--- config.mk ---
export PLATFORM = sky130hd
export DESIGN_NAME = sockit_cdc_arb_flat
export DESIGN_NICKNAME = d
export VERILOG_FILES = /design/src/rtl/sockit_cdc_arb_if.sv /design/src/rtl/sockit_cdc_arb.sv /design/src/flat_wrapper.sv
export SDC_FILE = /design/constraint.sdc
export NUM_CORES = 1
export LEC_CHECK = 0
export CELL_PAD_IN_SITES_DETAIL_PLACEMENT = 0
export CELL_PAD_IN_SITES_GLOBAL_PLACEMENT = 1
export CORE_UTILIZATION = 27
export CTS_CLUSTER_DIAMETER = 100
export DETAILED_ROUTE_END_ITERATION = 6
export PLACE_DENSITY_LB_ADDON = 0.1
export SKIP_LAST_GASP = 1
export SYNTH_ARGS = -nofsm -noshare
export SYNTH_HDL_FRONTEND = slang
export SYNTH_SLANG_ARGS = --single-unit
--- constraint.sdc ---
create_clock -name ffi_clk -period 4.8 [get_ports ffi_clk]
set_input_delay 0.72 -clock ffi_clk [delete_from_list [all_inputs] [get_ports ffi_clk]]
set_output_delay 0.72 -clock ffi_clk [all_outputs]
set_load 0.005 [all_outputs]
--- src/rtl/sockit_cdc_arb_if.sv ---
// Requester-side and shared-port signals of the sockit_cdc round-robin arbiter.
// The master modport is the environment; the slave modport is the arbiter.
interface sockit_cdc_arb_if #(
   parameter int N  = 4,
   parameter int IW = 2,
   parameter int DW = 8
);
   logic [N*DW-1:0] ffi_bus;
   logic [N-1:0]    ffi_req;
   logic [N-1:0]    ffi_lst;
   logic [N-1:0]    ffi_grt;
   logic [DW-1:0]   ffo_bus;
   logic            ffo_req;
   logic            ffo_grt;
   logic [IW-1:0]   ffo_sel;
   logic            arb_bsy;

   modport master (
      output ffi_bus, ffi_req, ffi_lst, ffo_grt,
      input  ffi_grt, ffo_bus, ffo_req, ffo_sel, arb_bsy
   );

   modport slave (
      input  ffi_bus, ffi_req, ffi_lst, ffo_grt,
      output ffi_grt, ffo_bus, ffo_req, ffo_sel, arb_bsy
   );
endinterface

--- src/rtl/sockit_cdc_arb.sv ---
// Round-robin burst arbiter sharing one sockit_cdc input port among N requesters.
// Ownership lasts up to BL transfers, ending early on lst or when the owner idles.
module sockit_cdc_arb #(
   parameter int N  = 4,
   parameter int IW = 2,
   parameter int DW = 8,
   parameter int BL = 4
)(
   input  logic            ffi_clk,
   input  logic            ffi_rst,
   sockit_cdc_arb_if.slave arb
);
   localparam int          CW       = $clog2(BL + 1);
   localparam int unsigned NU       = N;
   localparam logic [CW-1:0] CNT_LAST = CW'(BL - 1);
   localparam logic [IW-1:0] OWN_LAST = IW'(N - 1);

   typedef enum logic {S_IDLE, S_OWN} state_t;

   state_t        r_state, w_state_nxt;
   logic [IW-1:0] r_own, w_own_nxt;
   logic [IW-1:0] r_ptr, w_ptr_nxt;
   logic [CW-1:0] r_cnt, w_cnt_nxt;
   logic [IW-1:0] w_pick;
   logic          w_any;
   logic          w_xfer;
   logic          w_rel;

   // first requester at or after ptr, wrapping
   always_comb begin
      w_pick = '0;
      w_any  = 1'b0;
      for (int unsigned k = 0; k < NU; k++) begin
         if (!w_any && arb.ffi_req[(32'(r_ptr) + k) % NU]) begin
            w_any  = 1'b1;
            w_pick = IW'((32'(r_ptr) + k) % NU);
         end
      end
   end

   always_ff @(posedge ffi_clk or negedge ffi_rst) begin
      if (!ffi_rst) begin
         r_state <= S_IDLE;
         r_own   <= '0;
         r_ptr   <= '0;
         r_cnt   <= '0;
      end else begin
         r_state <= w_state_nxt;
         r_own   <= w_own_nxt;
         r_ptr   <= w_ptr_nxt;
         r_cnt   <= w_cnt_nxt;
      end
   end

   always_comb begin
      w_state_nxt = r_state;
      w_own_nxt   = r_own;
      w_ptr_nxt   = r_ptr;
      w_cnt_nxt   = r_cnt;
      w_xfer      = 1'b0;
      w_rel       = 1'b0;
      arb.ffo_req = 1'b0;
      arb.ffo_bus = '0;
      arb.ffi_grt = '0;
      arb.ffo_sel = '0;
      arb.arb_bsy = 1'b0;
      case (r_state)
         S_IDLE: begin
            if (w_any) begin
               w_state_nxt = S_OWN;
               w_own_nxt   = w_pick;
               w_cnt_nxt   = '0;
            end
         end
         S_OWN: begin
            arb.ffo_req        = arb.ffi_req[r_own];
            arb.ffo_bus        = arb.ffi_bus[32'(r_own)*DW +: DW];
            arb.ffi_grt[r_own] = arb.ffo_grt;
            arb.ffo_sel        = r_own;
            arb.arb_bsy        = 1'b1;
            w_xfer = arb.ffi_req[r_own] & arb.ffo_grt;
            w_rel  = !arb.ffi_req[r_own] |
                     (w_xfer & (arb.ffi_lst[r_own] | (r_cnt == CNT_LAST)));
            if (w_xfer) w_cnt_nxt = r_cnt + CW'(1);
            if (w_rel) begin
               w_state_nxt = S_IDLE;
               w_ptr_nxt   = (r_own == OWN_LAST) ? '0 : r_own + IW'(1);
               w_cnt_nxt   = '0;
            end
         end
         default: w_state_nxt = S_IDLE;
      endcase
   end
endmodule

--- src/flat_wrapper.sv ---
// flat-port wrapper written by rule: the top's interface ports become plain ports
module sockit_cdc_arb_flat 
#(
   parameter int N  = 4,
   parameter int IW = 2,
   parameter int DW = 8,
   parameter int BL = 4
)
  (ffi_clk, ffi_rst, arb_ffi_bus, arb_ffi_req, arb_ffi_lst, arb_ffo_grt, arb_ffi_grt, arb_ffo_bus, arb_ffo_req, arb_ffo_sel, arb_arb_bsy);
  sockit_cdc_arb_if #(.N(N), .IW(IW), .DW(DW)) arb_i ();
  input  logic ffi_clk;
  input  logic ffi_rst;
  input wire logic [$bits(arb_i.ffi_bus)-1:0] arb_ffi_bus;
  input wire logic [$bits(arb_i.ffi_req)-1:0] arb_ffi_req;
  input wire logic [$bits(arb_i.ffi_lst)-1:0] arb_ffi_lst;
  input wire logic [$bits(arb_i.ffo_grt)-1:0] arb_ffo_grt;
  output wire logic [$bits(arb_i.ffi_grt)-1:0] arb_ffi_grt;
  output wire logic [$bits(arb_i.ffo_bus)-1:0] arb_ffo_bus;
  output wire logic [$bits(arb_i.ffo_req)-1:0] arb_ffo_req;
  output wire logic [$bits(arb_i.ffo_sel)-1:0] arb_ffo_sel;
  output wire logic [$bits(arb_i.arb_bsy)-1:0] arb_arb_bsy;
  assign arb_i.ffi_bus = arb_ffi_bus;
  assign arb_i.ffi_req = arb_ffi_req;
  assign arb_i.ffi_lst = arb_ffi_lst;
  assign arb_i.ffo_grt = arb_ffo_grt;
  assign arb_ffi_grt = arb_i.ffi_grt;
  assign arb_ffo_bus = arb_i.ffo_bus;
  assign arb_ffo_req = arb_i.ffo_req;
  assign arb_ffo_sel = arb_i.ffo_sel;
  assign arb_arb_bsy = arb_i.arb_bsy;
  sockit_cdc_arb #(.N(N), .IW(IW), .DW(DW), .BL(BL)) u_core (.ffi_clk(ffi_clk), .ffi_rst(ffi_rst), .arb(arb_i));
endmodule
==> metrics.yaml <==
routing:
  routed_wl_um: 2660
  ant_nets: 0
  drt_iter0_markers: 32
  firstDrtPassIters: 4
  vias: 885
  wl_per_cell_um: 14.5
  drc: 0
  avgViaCountPerCell: 4.84
critical_path:
  cp_common_cell: "clkdlybuf4s50_1"
  cpPeakStageDelay_ps: 530
  crit_start: "arb_ffi_req[3]"
  worstPathRequired_ps: 4080
  r2r_start: "u_core.r_own[0]"
  reg2reg_setup_slack_ps: 2610
  crit_arrival_ps: 2360
  cp_max_fo: 6
  cp-start-kind: "primary input"
  reg2reg_depth: 4
  cp-end-kind: "primary output"
  crit_chain: "clkdlybuf4s50_1 -> mux4_2 -> and2_1 -> clkdlybuf4s50_1"
  path_class: "in -> out"
  crit_path_top_delay_cell: "mux4_2"
timing:
  fin_crit_ps: 3080
  worst_slew_pin_slew_ps: 756
  slew_viol_final: 0
  hold_violations: 0
  relSlewSlack: 0.496
  timing.setup.tns_ps: 0
  hold_ws_ps: 479
  setup_viol: 0
  clock_skew_ps: 5.98
  fmax_mhz: 325
  grt_setup_unrepaired: "false"
  period_share: 0.641
cts:
  cts_num_sinks: 8
  clk_latency_ps: 250
  cts.path.max_buffers: 2
  cts_tree: "built"
  cts_made_buffers: 3
  cts_resized: 0
  cts_setup_buffers: 0
  cts_max_level: 1
  cts_hold_buf: 0
  root_buffer: "clkbuf_4"
  clkTransAtPathRegs_ps: 60
cells_and_area:
  diodes: 0
  drive_gt1_frac: 0.122
  fin_area_mm2: 0.00150
  nets: 190
  final_cells: 183
  fin_util: 0.494
  syn2layout_area_growth_pct: 74.9
logic_synthesis:
  synthAdderAreaFrac: 0.0877
  synth_nets: 131
  muxShareOfSynthArea: 0.310
  synthTopCellsByCount: "and2_1, mux4_2, dfrtp_1, ha_1, nor2_1"
  syn_area_per_cell_um2: 10.4
  yosys.area_share.simple: 0.200
  synth_edf_count: 0
  ys_types: 28
  synth_top_family_by_area: "multiplexers"
  yosysSeqAreaShare: 0.234
  synth_ff_type: "dfrtp_1"
  synth_top_cell_by_area: "mux4_2"
  async_reset_ff_frac: 1.00
  synth_top_area_share: 0.237
  synth-seq-cells: 8
  synth_area_um2: 856
  yosysWarnings: 0
  synth_compound_gate_area_share: 0.130
  synthCells: 82
  yosys-top-cells-area: "mux4_2, dfrtp_1, ha_1"
  synth_xor_xnor_area_share: 0
worst_hold_path:
  hold_depth: 2
  hp-start: "u_core.r_cnt[2]"
  hold_path.class: "reg -> reg"
die:
  num_rows: 20
  fp.coreArea_mm2: 0.00303
  initial_core_util: 0.283
  die_w_um: 58.3
  dieArea_mm2: 0.00340
  top_level_ports: 59
  die_h_um: 58.3
placed_design:
  place_inst: 180
  hpwl_um: 2060
  portBuffers: 58
  placed_area_mm2: 0.00147
  routabilityCongestion: 0.696
global_routing:
  grt_max_degree: 22
  grt_util_all_layers: 0.163
  grt_pass1_wl_um: 4230
  antenna_found_initial: 0
  grt_pass1_vias: 896
  grt_overflow: 0
outcome:
  status: "complete, no violations"
power:
  leakagePower_nw: 0.593
  irDropWorstVdd_mv: 0.285
  p_per_area_mw_per_mm2: 448
flow_run:
  maxCapViolCount: 0
[final timing paths]
check,end
hold reg to reg,u_core.r_cnt[2]
max in group asynchronous,u_core.r_ptr[1]
hold / removal,u_core.r_cnt[2]
setup / recovery,arb_ffo_req
min in group asynchronous,u_core.r_cnt[0]
setup reg to reg,u_core.r_ptr[0]
[through the flow]
step | power (mW) | setup WS, ps
3_5_place_dp | 0.626 | 1720
4_1_cts | 0.682 | 1680
6_report | 0.671 | 1720
5_1_grt | 0.729 | 1580
3_3_place_gp | 0.624 | 1740
2_1_floorplan | 0.416 | 2700
[sequential cells by signal, indices dropped and copies added (netlist names)]
name	flops
u_core.r_cnt	3
u_core.r_own	2
u_core.r_ptr	2
u_core.r_state	1
[per-layer routing]
metal	global-route usage	wire length (um)	vias to the layer above
li1	-	-	425
met4	0.0204	0	0
met3	0.0505	200	0
met2	0.305	1270	35
met1	0.185	1190	425
met5	0	0	-
[report_power, final]
group	switching, mW	internal (mW)
logic	0.132	0.301
registers	0.0940	0.0922
clock network	0.0231	0.0286
total	0.249	0.422
[area by class of cell]
| type | count | area (um2) |
|---|---|---|
| Clock buffer | 3 | 22.5 |
| Fill cell | 289 | 1530 |
| Tap cell | 44 | 55.1 |
| Timing Repair Buffer | 58 | 581 |
| Sequential cell | 8 | 200 |
| Inverter | 4 | 15.0 |
| Multi-Input combinational cell | 66 | 623 |
[cell families after synthesis]
family / Yosys count
multiplexers: 14
buffers and inverters: 8
flip-flops: 8
AO/OA/AOI/OAI: 15
AND/OR/NAND/NOR: 31
adder cells (fa/ha/maj): 6
[layout by cell type (no fill, tap or decap), drive strengths merged, types with 3 or more instances in the layout]
master | synthesis | routed
o21ai | 4 | 4
clkbuf | 2 | 3
inv | 4 | 4
and3 | 4 | 4
mux2 | 4 | 4
nor2 | 5 | 5
nand2 | 4 | 4
nand2b | 3 | 3
nor2b | 3 | 3
mux4 | 9 | 9
o31ai | 3 | 3
dfrtp | 8 | 8
and2 | 9 | 9
ha | 6 | 6
clkdlybuf4s50 | 0 | 58
[critical path, delay by kind of cell]
| kind | cells | cell delay (ps) |
|---|---|---|
| buffers and inverters | 2 | 930 |
| muxes | 1 | 530 |
| and+or+nand+nor | 1 | 180 |
No activity file was read; power rests on OpenSTA's default activity.
